--- src/rtl/strobe_decoder_pkg.sv ---
// Shared types and constants for the strobe decoder: FSM state encoding and
// the width of the pulse-length down-counter.
package strobe_decoder_pkg;

    localparam int CNT_W = 8;

    typedef enum logic [1:0] {
        IDLE   = 2'd0,
        STROBE = 2'd1,
        SCAN   = 2'd2
    } state_e;

    // Counter reload value: a strobe of len cycles ends when the count hits 0.
    function automatic logic [CNT_W-1:0] load_value(input int unsigned len);
        return CNT_W'(len - 32'd1);
    endfunction

endpackage

--- src/rtl/strobe_timer.sv ---
// Loadable 8-bit down-counter that times each strobe; tc_o flags a count of 0.
module strobe_timer
    import strobe_decoder_pkg::*;
(
    input  logic             clk,
    input  logic             reset,
    input  logic             load_i,
    input  logic             dec_i,
    input  logic [CNT_W-1:0] load_val_i,
    output logic             tc_o
);

    logic [CNT_W-1:0] cnt_q;
    logic [CNT_W-1:0] cnt_d;

    // Next count: load wins over decrement; the counter parks at zero.
    always_comb begin
        cnt_d = cnt_q;
        if (load_i) begin
            cnt_d = load_val_i;
        end else if (dec_i && (cnt_q != {CNT_W{1'b0}})) begin
            cnt_d = cnt_q - CNT_W'(1);
        end else begin
            cnt_d = cnt_q;
        end
    end

    // Count register with synchronous reset.
    always_ff @(posedge clk) begin
        if (reset) begin
            cnt_q <= {CNT_W{1'b0}};
        end else begin
            cnt_q <= cnt_d;
        end
    end

    assign tc_o = (cnt_q == {CNT_W{1'b0}});

endmodule

--- src/rtl/strobe_decoder.sv ---
// Address decoder with registered active-low one-cold strobes: level decode,
// timed single pulse, and an optional sweep of all outputs (STROBE_DECODER_SCAN_EN).
module strobe_decoder
    import strobe_decoder_pkg::*;
#(
    parameter int ADDR_W    = 2,
    parameter int PULSE_LEN = 1
) (
    input  logic                   clk,
    input  logic                   reset,
    input  logic                   _E,
    input  logic                   mode,
    input  logic                   start,
    input  logic                   scan,
    input  logic [ADDR_W-1:0]      A,
    output logic [2**ADDR_W-1:0]   _Y,
    output logic                   busy,
    output logic                   done
);

    localparam int N = 2**ADDR_W;
    localparam logic [CNT_W-1:0] LOAD_VAL = load_value(PULSE_LEN);

    state_e        state_q;
    logic [N-1:0]  y_q;
    logic          busy_q;
    logic          done_q;

    logic [N-1:0]  sel_cold_s;
    logic          start_go_s;
    logic          tmr_load_s;
    logic          tmr_dec_s;
    logic          tmr_tc_s;

`ifdef STROBE_DECODER_SCAN_EN
    logic [ADDR_W-1:0] scan_idx_q;
    logic [N-1:0]      scan_next_cold_s;
    logic              scan_go_s;
    logic              scan_last_s;
`else
    logic              unused_scan_s;
    assign unused_scan_s = scan;
`endif

    // One-cold decode of the live address and, when scanning, the next index.
    always_comb begin
        sel_cold_s = ~(N'(1) << A);
        start_go_s = mode & ~_E & start;
`ifdef STROBE_DECODER_SCAN_EN
        scan_next_cold_s = ~(N'(1) << (scan_idx_q + ADDR_W'(1)));
        scan_go_s        = mode & ~_E & ~start & scan;
        scan_last_s      = (scan_idx_q == ADDR_W'(N - 1));
`endif
    end

    // Timer control: load on entry (and per scan step), count down while active.
    always_comb begin
        tmr_load_s = 1'b0;
        tmr_dec_s  = 1'b0;
        case (state_q)
            IDLE: begin
`ifdef STROBE_DECODER_SCAN_EN
                tmr_load_s = start_go_s | scan_go_s;
`else
                tmr_load_s = start_go_s;
`endif
            end
            STROBE: begin
                tmr_dec_s = ~_E;
            end
`ifdef STROBE_DECODER_SCAN_EN
            SCAN: begin
                if (!_E && tmr_tc_s && !scan_last_s) begin
                    tmr_load_s = 1'b1;
                end else begin
                    tmr_dec_s = ~_E;
                end
            end
`endif
            default: begin
                tmr_load_s = 1'b0;
                tmr_dec_s  = 1'b0;
            end
        endcase
    end

    strobe_timer u_timer (
        .clk        (clk),
        .reset      (reset),
        .load_i     (tmr_load_s),
        .dec_i      (tmr_dec_s),
        .load_val_i (LOAD_VAL),
        .tc_o       (tmr_tc_s)
    );

    // Control FSM with registered strobe, busy and done outputs.
    always_ff @(posedge clk) begin
        if (reset) begin
            state_q <= IDLE;
            y_q     <= {N{1'b1}};
            busy_q  <= 1'b0;
            done_q  <= 1'b0;
`ifdef STROBE_DECODER_SCAN_EN
            scan_idx_q <= {ADDR_W{1'b0}};
`endif
        end else begin
            done_q <= 1'b0;
            case (state_q)
                IDLE: begin
                    if (!mode) begin
                        y_q <= _E ? {N{1'b1}} : sel_cold_s;
                    end else if (start_go_s) begin
                        state_q <= STROBE;
                        y_q     <= sel_cold_s;
                        busy_q  <= 1'b1;
`ifdef STROBE_DECODER_SCAN_EN
                    end else if (scan_go_s) begin
                        state_q    <= SCAN;
                        y_q        <= ~N'(1);
                        busy_q     <= 1'b1;
                        scan_idx_q <= {ADDR_W{1'b0}};
`endif
                    end else begin
                        y_q <= {N{1'b1}};
                    end
                end
                STROBE: begin
                    if (_E || tmr_tc_s) begin
                        state_q <= IDLE;
                        y_q     <= {N{1'b1}};
                        busy_q  <= 1'b0;
                        done_q  <= ~_E;
                    end else begin
                        state_q <= STROBE;
                    end
                end
`ifdef STROBE_DECODER_SCAN_EN
                SCAN: begin
                    if (_E) begin
                        state_q    <= IDLE;
                        y_q        <= {N{1'b1}};
                        busy_q     <= 1'b0;
                        scan_idx_q <= {ADDR_W{1'b0}};
                    end else if (tmr_tc_s && scan_last_s) begin
                        state_q    <= IDLE;
                        y_q        <= {N{1'b1}};
                        busy_q     <= 1'b0;
                        done_q     <= 1'b1;
                        scan_idx_q <= {ADDR_W{1'b0}};
                    end else if (tmr_tc_s) begin
                        scan_idx_q <= scan_idx_q + ADDR_W'(1);
                        y_q        <= scan_next_cold_s;
                    end else begin
                        state_q <= SCAN;
                    end
                end
`endif
                default: begin
                    state_q <= IDLE;
                    y_q     <= {N{1'b1}};
                    busy_q  <= 1'b0;
                end
            endcase
        end
    end

    assign _Y   = y_q;
    assign busy = busy_q;
    assign done = done_q;

endmodule

--- config.mk ---
export PLATFORM = sky130hd
export DESIGN_NAME = strobe_decoder
export DESIGN_NICKNAME = d
export VERILOG_FILES = /design/src/rtl/strobe_decoder_pkg.sv /design/src/rtl/strobe_timer.sv /design/src/rtl/strobe_decoder.sv
export SDC_FILE = /design/constraint.sdc
export NUM_CORES = 1
export LEC_CHECK = 0
export CAP_MARGIN = 40
export CORE_MARGIN = 8
export CORE_UTILIZATION = 49
export CTS_CLUSTER_DIAMETER = 60
export CTS_CLUSTER_SIZE = 28
export DETAILED_ROUTE_END_ITERATION = 6
export PLACE_DENSITY = 0.84
export SYNTH_ARGS = -nofsm -noshare
export SYNTH_HDL_FRONTEND = slang
export SYNTH_SLANG_ARGS = --single-unit
--- constraint.sdc ---
create_clock -name clk -period 1.8 [get_ports clk]
set_input_delay 0.54 -clock clk [delete_from_list [all_inputs] [get_ports clk]]
set_output_delay 0.54 -clock clk [all_outputs]
set_load 0.005 [all_outputs]
Word-level counts from Yosys, hierarchy flattened. Index checks and enable logic that the tools add are counted.

Word-level logic and storage cells: 41. Register bits after elaboration: 16. Input port bits: 8.

Reduce and logical (&&, ||, !) cells: 9. Eq/ne operators: 4. Shift operators: 1. Add/sub/neg operators: 1. Mux-type cells: 15. Bitwise gates (word level): 6.

Operator list (count): 4-bit 2-to-1 mux (4); 8-bit zero test (1); 4-bit case mux with 2 select lines (1); 8-bit nonzero test (1); 8-bit by 1-bit subtractor with 8-bit output (second input constant) (1); 1-bit 2-to-1 mux (6); 2-bit != test (second input constant) (3); 2-bit 2-to-1 mux (2); 4-bit NOT (1); 2-bit case mux with 2 select lines (1); 1-bit by 2-bit << shifter with 4-bit output (first input constant) (1); 1-bit NOT (3); 3-bit AND reduction (1); 3-bit OR reduction (1); 1-bit AND (2); 2-bit by 1-bit == test with 1-bit output (second input constant) (1); 2-bit zero test (1); 1-bit case mux with 2 select lines (1); 2-bit AND reduction (1); 2-bit OR reduction (1); 1-bit logical AND (1); 1-bit logical OR (1).

Depth between registers and ports, before layout.
Depth after elaboration: 6. Gate-level depth with buffers: 6.

By module. Synthesis repeated with hierarchy kept, for this count alone.

Cells, all modules: 85. Area, all modules: 799.5 sq um.

Modules (own cells, without submodules): strobe_timer (area each 515.5 sq um, cells an instance 59, seq. area each 160.2 sq um, times used 1); strobe_decoder (area each 284.0 sq um, cells an instance 26, seq. area each 140.1 sq um, times used 1).

Worst setup path before layout. OpenSTA, ideal clock, no wires.

Path kind: reg-to-reg. From: register u_timer.cnt_q[0]. To: register u_timer.cnt_q[5]. Library setup time: 0.074 ns. Data arrival time: 1.533 ns. Path buffers: 0. Cell stages (with the launch flop): 7. Data required time: 1.726 ns. Setup slack: 0.193 ns. Path through: dfxtp_1 -> inv_1 -> ha_1 -> nor3b_2 -> a211oi_4 -> or4b_1 -> o21ai_0.

Word-level cells in the longest chain between the ends: 2. Elaborated cells between the ends (all ways): 3. Classes of those cells: add/sub: 1; reduce/logical: 2.

RTL lines: start: declaration (RTL line strobe_timer.sv:13) `logic [CNT_W-1:0] cnt_q;`; start signal: assignment (RTL line strobe_timer.sv:31) `cnt_q <= {CNT_W{1'b0}};`; start signal: assignment (RTL line strobe_timer.sv:33) `cnt_q <= cnt_d;`; parallel branches: the longest is 2 deep, another holds 8-bit by 1-bit subtractor with 8-bit output.

Several ways; the timed one is not identified. A chain may end at the register's enable or synchronous reset.

Worst setup path in the final report.
From: input port _E. To: register u_timer.cnt_q[5].

Word-level cells in the longest chain between the ends: 5. Elaborated cells between the ends (all ways): 7. Classes of those cells: mux: 2; bitwise: 3; reduce/logical: 2.

RTL lines: start: declaration (RTL line strobe_decoder.sv:11) `input logic _E,`; 1-bit NOT (*) (RTL line strobe_decoder.sv:48, strobe_decoder.sv:69); 1-bit AND (2 in a row) (RTL line strobe_decoder.sv:48) `start_go_s = mode & ~_E & start;`; 1-bit 2-to-1 mux (RTL line strobe_decoder.sv:60) `case (state_q)`; 2-bit OR reduction (no source line).

Mark *: on every way between the ends. The rest lies on a longest branch, timed or not.

==> flow_metrics.py <==
metrics = {
    "place": {
        "port-buffer-count": 12,
        "dpl.hpwl_um": 1220,
        "place_ws_ns": -0.2814,
        "dp_cells": 118,
        "place_congestion": 0.7643,
    },
    "timing": {
        "rsz0062_at_grt": "false",
        "fin_crit_ns": 1.774,
        "final_max_slew_viol_count": 0,
        "worstMarginPinSlew_ns": 0.4413,
        "finalHoldViolations": 0,
        "fin_crit_sh_pct": 98.56,
        "max_slew_margin_pct": 70.45,
        "timing.fmax_mhz": 563.7,
        "worst_slack_ns": 0.02599,
        "fin_worst_skew_ns": 0.004996,
        "setup_viol": 0,
        "finalSetupTns_ns": 0,
    },
    "die": {
        "ioPinCount": 14,
        "dieArea_um2": 3001,
        "die-width_um": 54.78,
        "row_count": 14,
        "start_util_pct": 50.69,
        "core-area_um2": 1454,
        "fp.dieH_um": 54.78,
    },
    "route": {
        "wl_per_cell_um": 13.68,
        "drt_iter0_drc": 13,
        "drt_wl_total_um": 1669,
        "drt_drc_violations_left": 0,
        "vias": 665,
        "first_pass_iters": 6,
        "ant_nets": 0,
        "via_per_inst": 5.451,
    },
    "finish": {
        "post-route-util_pct": 67.90,
        "drive_above_1_share_pct": 21.70,
        "areaGrowthSynthToFinish_pct": 33.96,
        "fin_cells": 122,
        "diodes": 0,
        "mostFrequentLayoutCells": "dfxtp_1, nor2_1, clkdlybuf4s50_1",
        "nets": 117,
        "final_common_cell": "dfxtp_1",
        "fillers": 115,
    },
    "clock_network": {
        "clk_latency_ns": 0.27,
        "clk_pin_slew_worst_paths_ns": 0.09,
        "htree_num_levels": 1,
        "numCtsBuffers": 3,
        "cts.sinks": 15,
        "cts_root_buf": "clkbuf_4",
        "cts_tree": "yes",
        "cts_setup_buffers": 0,
        "clock_path_buffers": 2,
    },
    "outcome": {
        "status": "finished clean",
    },
    "logic_synthesis": {
        "yosysWarnings": 0,
        "yosys.cell_types.count": 30,
        "synth.net_count": 91,
        "postSynthAreaPerCell_um2": 9.098,
        "syn-cell-area_um2": 737.0,
        "ys_ff_latch": 15,
        "ys_seq_area_share_pct": 40.75,
        "syn_inst": 81,
    },
    "pwr": {
        "p_int_mw": 0.4585,
        "pwr-share-seq_pct": 57.7,
        "sw_frac_of_total_pct": 22.05,
        "p_clk_share_pct": 31.4,
        "power_density_nw_per_um2": 595.8,
        "vdd_drop_max_mv": 0.3716,
        "comb_power_share_pct": 10.9,
        "p_switching_mw": 0.1297,
        "p_leak_nw": 0.3827,
    },
    "job": {
        "maxCapViolations": 0,
    },
    "critical_path": {
        "cp_max_fo": 4,
        "critPathArrivalTime_ns": 1.98,
        "cp-end-kind": "register",
        "critPathLaunchType": "input port",
        "critPathRequiredTime_ns": 2.01,
        "criticalPathCategory": "in2reg",
    },
    "worst_hold_path": {
        "min_path_type": "reg2reg",
    },
    "global_route": {
        "grt_use_total_pct": 13.54,
        "grt_overflow": 0,
        "grt_pass1_wl_um": 3008,
        "grt_max_degree": 10,
        "antenna_found_initial": 0,
        "grt_pass1_vias": 694,
    },
}
## kinds of logic after synthesis
family	count (synthesis)	share of synthesized area, %
compound gates	19	21.39
fa+ha+maj	2	3.395
buf+inv	12	6.112
xor+xnor	3	3.566
simple gates	29	23.43
flops	15	40.75
mux	1	1.358
## critical path, cell delays in order
cell,delay [ns]
clkdlybuf4s50_1,0.54
nor2_1,0.08
a31o_2,0.26
or4b_1,0.49
o21ai_0,0.08
## final cells by class
class                      instances  area (um2)  area share (%)
multi-input combinational         54       402.9           40.81
timing repair buffer              22       195.2           19.77
clock buffer                       4       26.28           2.662
tap                               16       20.02           2.028
inverter                          11       41.29           4.183
sequential                        15       301.5           30.54
## what timing repair did
action	CTS	global route
pin swaps	0	0
endpoints found under the setup margin	5	3
hold buffers	0	0
resized for setup	1	3
## final timing paths
path                         start                to  slack (ns)  cells past startpoint
hold reg to reg              _Y[3]             _Y[3]        0.52                      2
hold / removal               _Y[3]             _Y[3]        0.52                      2
setup / recovery                _E  u_timer.cnt_q[5]        0.03                      5
setup reg to reg  u_timer.cnt_q[0]  u_timer.cnt_q[5]        0.12                      6
## per-layer routing
| layer | vias to the layer above | track usage [%] | wire (um) |
|---|---|---|---|
| met3 | 2 | 4.348 | 89 |
| li1 | 338 | - | - |
| met1 | 315 | 14.62 | 712 |
| met5 | - | 0 | 0 |
| met2 | 10 | 23.40 | 853 |
| met4 | 0 | 6.148 | 14 |
## per-stage QoR
stage / total power, mW / hold WS, ns / area (um2)
after floorplan: 0.3679 / 0.4890 / 737.0
after global placement: 0.4077 / 0.4950 / 948.4
after detailed placement: 0.4090 / 0.5024 / 948.4
after CTS: 0.5957 / 0.5192 / 978.4
after global routing: 0.6287 / 0.5637 / 987.2
final: 0.5882 / 0.5212 / 987.2
## synth_stat cells
cell type | number | area [um2]
nor4_4 | 1 | 21.27
mux2i_1 | 1 | 10.01
or4b_1 | 1 | 10.01
clkbuf_1 | 1 | 3.750
nor3b_2 | 1 | 12.51
nand2_1 | 3 | 11.26
a21oi_1 | 3 | 15.01
a211oi_2 | 1 | 12.51
a31oi_1 | 2 | 12.51
and2_1 | 1 | 6.260
a2111oi_0 | 1 | 8.760
a211o_1 | 2 | 17.52
nor3b_1 | 2 | 15.01
nor2b_1 | 1 | 6.260
ha_1 | 2 | 25.02
o21ai_0 | 2 | 10.01
o32a_1 | 1 | 10.01
nor2_1 | 13 | 48.80
xnor2_1 | 3 | 26.28
inv_1 | 11 | 41.29
nand2b_1 | 1 | 6.260
a211oi_4 | 1 | 20.02
a32oi_1 | 4 | 35.03
nand4_1 | 2 | 12.51
a31o_2 | 1 | 8.760
or2_2 | 1 | 6.260
nor3_1 | 1 | 5.000
dfxtp_1 | 15 | 300.3
or3_4 | 1 | 11.26
a211oi_1 | 1 | 7.510
## flip-flops by register name (all words and copies together) (netlist names)
register       cells
busy               1
u_timer.cnt_q      8
state_q            1
_Y                 4
done               1
## power by group through the flow
stage / logic [mW] / registers, mW / clock network, mW
floorplan: 0.0212 / 0.347 / 0
global placement: 0.0611 / 0.347 / 0
detailed placement: 0.0621 / 0.347 / 0
CTS: 0.0628 / 0.339 / 0.194
global route: 0.0700 / 0.340 / 0.219
finish: 0.0642 / 0.339 / 0.185
(Power assumes the default switching activity.)
